--- config.mk ---
export PLATFORM = sky130hd
export DESIGN_NAME = controleur_partie
export DESIGN_NICKNAME = d
export VERILOG_FILES = /design/src/rtl/trois_briques_pkg.sv /design/src/rtl/controleur_partie_diviseur_chute.sv /design/src/rtl/controleur_partie.sv
export SDC_FILE = /design/constraint.sdc
export NUM_CORES = 1
export LEC_CHECK = 0
export ABC_AREA = 0
export BUFFER_PORTS_ARGS = -buffer_cell sky130_fd_sc_hd__buf_4
export CAP_MARGIN = 15
export CORE_MARGIN = 8
export CORE_UTILIZATION = 44
export CTS_BUF_LIST = sky130_fd_sc_hd__clkbuf_4 sky130_fd_sc_hd__clkbuf_8
export DETAILED_ROUTE_END_ITERATION = 10
export MAX_ROUTING_LAYER = met4
export PLACE_DENSITY = 0.81
export SLEW_MARGIN = 20
export SYNTH_ARGS = -nofsm -noshare
export SYNTH_HDL_FRONTEND = slang
export SYNTH_HIERARCHICAL = 1
export SYNTH_SLANG_ARGS = --single-unit
--- constraint.sdc ---
create_clock -name clk -period 3.74 [get_ports clk]
set_clock_uncertainty 0.1 [all_clocks]
set_input_delay 0.935 -clock clk [delete_from_list [all_inputs] [get_ports clk]]
set_output_delay 0.935 -clock clk [all_outputs]
set_load 0.01 [all_outputs]
--- src/rtl/trois_briques_pkg.sv ---
// rtl/trois_briques_pkg.sv - shared state codes, widths and defaults for the three-stack game
package trois_briques_pkg;

  localparam int HAUTEUR_W       = 3;
  localparam int HAUTEUR_MAX_DEF = 7;
  localparam int TICKS_NIV0_DEF  = 8;

  typedef enum logic [2:0] {
    ATTENTE = 3'd0,
    CHUTE   = 3'd1,
    POSE    = 3'd2,
    EFFACE  = 3'd3,
    REPRISE = 3'd4,
    PERDU   = 3'd5
  } etat_t;

  // Gravity period shrinks by one tick per level and never drops below one tick.
  function automatic logic [3:0] periode_de(input logic [2:0] niv, input int ticks);
    int p;
    p = ticks - int'(niv);
    return (p < 1) ? 4'd1 : 4'(p);
  endfunction

endpackage

--- src/rtl/controleur_partie_diviseur_chute.sv ---
// rtl/controleur_partie_diviseur_chute.sv - base-tick divider producing the registered gravity pulse
module diviseur_chute (
  input  logic       clk,
  input  logic       reset,
  input  logic       tick,
  input  logic       run,
  input  logic       clear,
  input  logic [3:0] periode,
  output logic       pulse
);

  logic [3:0] cnt_q, cnt_d;
  logic       pulse_q, pulse_d;

  // A tick arriving while the previous pulse is still high is dropped, so pulses never run back to back.
  always_comb begin
    cnt_d   = cnt_q;
    pulse_d = 1'b0;
    if (clear) begin
      cnt_d = 4'd0;
    end else if (run && tick && !pulse_q) begin
      if (cnt_q >= periode - 4'd1) begin
        cnt_d   = 4'd0;
        pulse_d = 1'b1;
      end else begin
        cnt_d = cnt_q + 4'd1;
      end
    end
  end

  always_ff @(posedge clk) begin
    if (reset) begin
      cnt_q   <= 4'd0;
      pulse_q <= 1'b0;
    end else begin
      cnt_q   <= cnt_d;
      pulse_q <= pulse_d;
    end
  end

  assign pulse = pulse_q;

endmodule

--- src/rtl/controleur_partie.sv ---
// rtl/controleur_partie.sv - game sequencing FSM; level acceleration under CONTROLEUR_ACCELERATION_EN
module controleur_partie
  import trois_briques_pkg::*;
#(
  parameter int HAUTEUR_MAX        = HAUTEUR_MAX_DEF,
  parameter int TICKS_NIV0         = TICKS_NIV0_DEF,
  parameter int ALIGNES_PAR_NIVEAU = 4
) (
  input  logic                 clk,
  input  logic                 reset,
  input  logic                 enable,
  input  logic                 tombeeBrique,
  input  logic                 plusG,
  input  logic                 plusC,
  input  logic                 plusD,
  input  logic [HAUTEUR_W-1:0] hauteurG,
  input  logic [HAUTEUR_W-1:0] hauteurC,
  input  logic [HAUTEUR_W-1:0] hauteurD,
  output logic                 tickChute,
  output logic                 moins,
  output logic                 aligne,
  output logic                 perdu,
  output logic [2:0]           etat,
  output logic [2:0]           niveau
);

  localparam logic [HAUTEUR_W-1:0] H_MAX = HAUTEUR_W'(HAUTEUR_MAX);

  etat_t      state_q, state_d;
  logic       efface_q, perdu_q;
  logic [3:0] periode;
  logic       atterrit, trop_haut, rangee_pleine;

  assign atterrit      = plusG | plusC | plusD;
  assign trop_haut     = (hauteurG >= H_MAX) || (hauteurC >= H_MAX) || (hauteurD >= H_MAX);
  assign rangee_pleine = (hauteurG != '0) && (hauteurC != '0) && (hauteurD != '0);

  always_comb begin
    state_d = state_q;
    unique case (state_q)
      ATTENTE: if (enable) state_d = CHUTE;
      CHUTE:   if (atterrit) state_d = POSE;
      POSE: begin
        if (trop_haut)          state_d = PERDU;
        else if (rangee_pleine) state_d = EFFACE;
        else                    state_d = CHUTE;
      end
      EFFACE:  state_d = REPRISE;
      REPRISE: state_d = POSE;
      PERDU:   state_d = PERDU;
      default: state_d = ATTENTE;
    endcase
  end

  // Pulse flags are registered from the next state so they line up with the visible etat.
  always_ff @(posedge clk) begin
    if (reset) begin
      state_q  <= ATTENTE;
      efface_q <= 1'b0;
      perdu_q  <= 1'b0;
    end else begin
      state_q  <= state_d;
      efface_q <= (state_d == EFFACE);
      perdu_q  <= (state_d == PERDU);
    end
  end

`ifdef CONTROLEUR_ACCELERATION_EN
  localparam logic [7:0] RANGS_FIN = 8'(ALIGNES_PAR_NIVEAU - 1);
  logic [7:0] rangs_q;
  logic [2:0] niveau_q;

  always_ff @(posedge clk) begin
    if (reset) begin
      rangs_q  <= 8'd0;
      niveau_q <= 3'd0;
    end else if (state_q == EFFACE) begin
      if (rangs_q >= RANGS_FIN) begin
        rangs_q <= 8'd0;
        if (niveau_q != 3'd7) niveau_q <= niveau_q + 3'd1;
      end else begin
        rangs_q <= rangs_q + 8'd1;
      end
    end
  end

  assign periode = periode_de(niveau_q, TICKS_NIV0);
  assign niveau  = niveau_q;
`else
  logic unused_alignes;
  assign unused_alignes = (ALIGNES_PAR_NIVEAU != 0);
  assign periode        = 4'(TICKS_NIV0);
  assign niveau         = 3'd0;
`endif

  diviseur_chute u_diviseur (
    .clk     (clk),
    .reset   (reset),
    .tick    (tombeeBrique),
    .run     ((state_q == CHUTE) && enable),
    .clear   ((state_q == CHUTE) && atterrit),
    .periode (periode),
    .pulse   (tickChute)
  );

  assign moins  = efface_q;
  assign aligne = efface_q;
  assign perdu  = perdu_q;
  assign etat   = state_q;

endmodule

==> run metrics, run 1 <==
outcome=finished clean; Setup crit start kind=flip-flop; fin crit share=53.41%; WL final=1573 um; footprint of the multi-input gates=459.2 um^2; CP max stage cell=dfxtp_1; later-pin clock latency in the skew report=0.27 ns; Synth area leader=dfxtp_1; Pleak=0.4105 nW; GR Util All Layers=10.39%; Synth async-reset ratio=0%; 1st-pass router iterations=4; first-pass GRT wire length=2677 um; slowest cell delay on critical path=0.51 ns; via count=635; Post-CTS Setup Bufs=0; CTS tree=yes; H-tree depth=1; top-count cell post-synth=dfxtp_1; Slew Viols, Final=0; CP Capture Type=primary output; unrepaired setup endpoints after global routing=no; FF-to-FF Start=u_diviseur/cnt_q[0]; Power Dens Cells=308.1 mW/mm^2; # diodes=0; Site Rows=14; nets=131; Placer Congestion=0.7583; Yosys warning total=6; hold slack=0.3888 ns; Fillers=138; Period minus WS final=1.998 ns; Clock Sinks=10; die extent in x=55.26 um; min-delay worst type=reg2reg; syn_area_per_cell=8.694 um^2; f_max=0.5006 GHz; num ports=26; mapped cell area=678.2 um^2; post-synth top area share=29.52%; Levels on crit path=1; Routed WL per cell=12.69 um; critical path cell sequence=buf_4; Worst R2R Setup Slack=2.00 ns; synth unique cells=34; number of port buffers=22; design area=899.6 um^2; Worst Path Required=2.70 ns; setup TNS=0 ns; die height=55.26 um; post-CTS sizing=0; Max Cap Violations=0; dpl hpwl=1351 um; Reg clk slew, reported paths=0.07 ns; Synth top cells by count=10 x dfxtp_1, 6 x ha_1, 5 x inv_1, 5 x nor2_1; Yosys reg bits=10; clk buf depth=2; area delta synth->final=32.66%; final hold viol count=0; Top delay family on crit path=flip-flops; top cells by area, synth=dfxtp_1 30%, ha_1 11%, buf_4 4.4%; Post-Syn Instances=78; gr ovfl total=0; # setup viols final=0; antenna violations before repair=0; CP endpoint=etat[2]; kind of critical path=reg2out; largest net degree at the start of global routing=10; Worst R2R End=u_diviseur/cnt_q[1]; CTS buffer count=3; R2R cell count=6; DR iter-0 viols=10; Post-Place Cell Area=863.3 um^2; worst-path maximum fanout=9; vias per cell=5.121; WP data arrival=0.96 ns; vias in the first global route=641; worst setup path start=etat[2]; share of layout cells above drive strength 1=28.70%; CORE AREA=0.001471 mm^2; VDD IR-drop max=0.2103 mV; # hold bufs at CTS=0; EDFF count, synth=0; storage element area=200.2 um^2; die area=0.003054 mm^2; DRC violations left=0; Main synth FF type=dfxtp_1; clk root buf=clkbuf_4; CP Buf/Inv Count=1; Post-DRT Antenna Nets=0; Starting Density=46.09%; sequential element share of the synthesized area=29.52%
sequential cells by signal, summed over array words and instances (netlist names):
register          count
aligne                1
etat                  3
perdu                 1
u_diviseur/cnt_q      4
u_diviseur/pulse      1
worst min-delay path by stage:
stage / slack (ns) / endpoint / cells past startpoint / from
floorplan: 0.36 / u_diviseur/cnt_q[3] / 2 / u_diviseur/cnt_q[3]
global placement: 0.38 / u_diviseur/cnt_q[3] / 2 / u_diviseur/cnt_q[3]
detailed placement: 0.38 / u_diviseur/cnt_q[3] / 2 / u_diviseur/cnt_q[3]
CTS: 0.39 / u_diviseur/cnt_q[3] / 2 / u_diviseur/cnt_q[3]
global route: 0.44 / u_diviseur/cnt_q[3] / 2 / u_diviseur/cnt_q[3]
finish: 0.39 / u_diviseur/cnt_q[3] / 2 / u_diviseur/cnt_q[3]
per-stage QoR:
step,instances,worst slack (ns),power (mW),util [%]
finish,124,1.742,0.2772,61.14
CTS,124,1.752,0.2783,61.14
floorplan,86,1.765,0.1578,-
global route,124,1.677,0.2951,61.14
global placement,120,1.563,0.1793,58.67
detailed placement,120,1.556,0.1810,58.67
routing by layer:
metal  GRT usage, %  share of wire (%)  routed length (um)  up-vias
met4          4.225                1.1                  17        0
met3          3.425                5.8                  92        2
met5              -                  0                   0        -
li1               -                  -                   -      329
met2          16.83                 49                 771       22
met1          11.41                 44                 691      282
cell usage in the layout, fill, tap and decap left out, types with 3 or more instances in the layout:
cell type | synthesis | routed
a21oi_1 | 4 | 4
buf_4 | 4 | 22
clkbuf_4 | 0 | 3
conb_1 | 2 | 10
dfxtp_1 | 10 | 10
ha_1 | 6 | 6
inv_1 | 5 | 5
nand2_1 | 4 | 4
nand3_1 | 4 | 4
nor2_1 | 5 | 5
nor3_1 | 3 | 3
o31ai_1 | 3 | 3
worst register-to-register path, delay by kind of cell, from the launching register on:
family                   cells  cell delay [ns]
AO/OA/AOI/OAI                3             0.79
adder cells (fa/ha/maj)      1             0.22
buffers and inverters        1             0.08
flip-flops                   1             0.34
AND/OR/NAND/NOR              1             0.15
power by group:
group / leakage, nW / switching (mW) / internal, mW
Sequential: 0.0811 / 0.00502 / 0.110
Combinational: 0.308 / 0.0299 / 0.0342
Clock: 0.0210 / 0.0387 / 0.0592
cells by family (layout without fill, tap and decap cells):
logic type                 count (synthesis)  in the layout  share of synthesized area, %
xor gates and xnor gates                   2              2                         2.583
DFF                                       10             10                         29.52
AOI/OAI and AO/OA                         20             20                         23.43
other                                      2             10                         1.107
and+or+nand+nor                           28             28                         23.43
buffers and inverters                      9             31                         7.196
muxes                                      1              1                         1.660
adders and majority gates                  6              6                         11.07
final cells by class:
cell class              instances  share of cell area, %
well taps                      16                  2.225
flip-flops and latches         10                  22.25
inverters                       5                  2.086
clock buffers                   4                  4.033
repair buffers                 22                  18.36
multi-input cells              67                  51.04
(Power assumes the default switching activity.)
==> run 2, diff against run 1 <==
Settings changed: PLACE_DENSITY 0.81 to 0.84.
Clock period 3.74 ns to 1.7 ns, I/O delays scaled along.
==> run 2 against run 1 <==
Effect of this change:
- sequential share of layout area down 1.4 points
- count of clock-buffer cells in the layout down 1
- setup slack worse by 1.6 ns
- global-route usage up 1.2 points
- power up 110%
- combinational power rose to 2.7 times the previous value
- largest cell class unchanged
- largest power group unchanged
==> run metrics, run 2 (same netlist as run 1, synthesis figures left out) <==
outcome=finished clean; Starting Density=46.09% (unchanged); Setup crit start kind=flip-flop; VDD IR-drop max=0.4998 mV (+140%); H-tree depth=1 (unchanged); Site Rows=14 (unchanged); Worst R2R Setup Slack=0.10 ns (-1.90 ns); nets=139 (+6.1%); Util after Layout=65.73% (+4.6 points); hold wc startpoint=reset; Reg clk slew, reported paths=0.07 ns (about the same); leading cell types in the layout, fill and taps excluded=30 x buf_4, 10 x conb_1, 9 x dfxtp_1; worst-path maximum fanout=5 (-4); antenna violations before repair=0 (unchanged); # hold bufs at CTS=0 (unchanged); clk buf depth=2 (unchanged); die area=0.003054 mm^2 (unchanged); f_max=0.6252 GHz; WL final=1750 um (+11%); Clock Sinks=10 (unchanged); min-delay worst type=in2reg; area delta synth->final=42.62%; worst setup path start=u_diviseur/cnt_q[0]; FF-to-FF Start=u_diviseur/cnt_q[0]; met1 usage=12.09% (+0.68 points); Worst R2R End=u_diviseur/cnt_q[0]; Fillers=141 (+2.2%); most common cell after layout, fill and taps aside=buf_4; number of port buffers=22 (unchanged); hold slack=0.2500 ns (-0.1389 ns); Post-DRT Antenna Nets=0 (unchanged); Largest register FFs=4 (unchanged); DRC violations left=0 (unchanged); Non-Filler Instances=131 (+5.6%); vias per cell=5.328 (+4.0%); kind of critical path=reg2reg; CTS tree=yes; Hold EP=etat[1]; clk root buf=clkbuf_4; fin crit share=94.09%; setup TNS=0 ns (unchanged); first-pass GRT wire length=3008 um (+12%); final hold viol count=0 (unchanged); num ports=26 (unchanged); Pleak=0.4415 nW (+7.6%); Hold Crit Depth=2 (unchanged); final total power=582.2 uW (+110%); most utilized layer in the global route result=met2; Period minus WS final=1.599 ns; Worst Path Required=1.79 ns (-0.91 ns); Most flops, register=u_diviseur/cnt_q; GR Util All Layers=11.58% (+1.2 points); WP data arrival=1.69 ns (+0.73 ns); # setup viols final=0 (unchanged); share of layout cells above drive strength 1=37.39% (+8.7 points); global routing usage on met2=20.03% (+3.2 points); die extent in x=55.26 um (unchanged); CORE AREA=0.001471 mm^2 (unchanged); gr ovfl total=0 (unchanged); Slew Viols, Final=0 (unchanged); later-pin clock latency in the skew report=0.26 ns (about the same); DR iter-0 viols=12 (+2); R2R cell count=6 (unchanged); CP Capture Type=flip-flop; dpl hpwl=1393 um (+3.2%); Placed Cells=127 (+5.8%); largest net degree at the start of global routing=10 (unchanged); Max Cap Violations=0 (unchanged); 1st-pass router iterations=4 (unchanged); # diodes=0 (unchanged); via count=698 (+9.9%); die height=55.26 um (unchanged); M3 GR Usage=4.110% (+0.68 points); Power Dens Cells=601.9 mW/mm^2 (+95%); Routed WL per cell=13.36 um (+5.3%); Placer Congestion=0.7855 (+3.6%); vias in the first global route=771 (+20%); CTS buffer count=3 (unchanged)
[run 2: cell types whose count changed in the layout (fill, tap and decap cells not counted), sizes merged]
cell | previous run | this run
clkbuf | 4 | 3
buf | 22 | 30
[run 2: worst max-delay path: stages, from the launching register on]
cell	delay, ns
dfxtp_2	0.32
inv_2	0.05
ha_1	0.21
nand2b_4	0.15
a2111oi_4	0.42
o211ai_1	0.13
a21oi_1	0.15
[run 2: worst max-delay path by stage]
stage	slack, ns	end	cells after the start
finish	0.10	u_diviseur/cnt_q[0]	6
global route	-0.007	u_diviseur/cnt_q[1]	6
CTS	0.02	u_diviseur/cnt_q[0]	6
detailed placement	0.01	u_diviseur/pulse	5
global placement	0.05	u_diviseur/pulse	5
floorplan	0.12	u_diviseur/cnt_q[1]	6
[run 2: layout make-up]
cell class	count	area, um^2	area share [%]
Multi-Input combinational cell	67	479.2	49.55
Timing Repair Buffer	30	225.2	23.29
Sequential cell	10	201.4	20.83
Clock buffer	3	22.52	2.329
Tap cell	16	20.02	2.070
Inverter	5	18.77	1.940
[run 2: report_power, final]
part	total [mW]	leakage [nW]	switching, mW	internal, mW
combinational	0.172	0.346	0.0784	0.0934
sequential	0.249	0.0816	0.00606	0.243
clock	0.162	0.0138	0.0799	0.0818
[run 2: stage by stage]
stage                     setup slack [ns]  cell area [um^2]
after global routing             -0.006948             967.2
after global placement             0.04614             915.9
final                               0.1005             967.2
after CTS                          0.02276             938.4
after floorplan                     0.1157             708.2
after detailed placement           0.01258             915.9
[run 2: timing repair]
item                                    in CTS  in global routing
setup buffers                                0                  1
endpoints found under the setup margin       0                  5
resized for setup                            0                  5
endpoints found under the hold margin        0                  0
[run 2: layer usage]
layer,vias to the layer above,routed length (um)
met4,0,9
li1,345,-
met5,-,0
met1,324,756
met2,26,895
met3,3,89
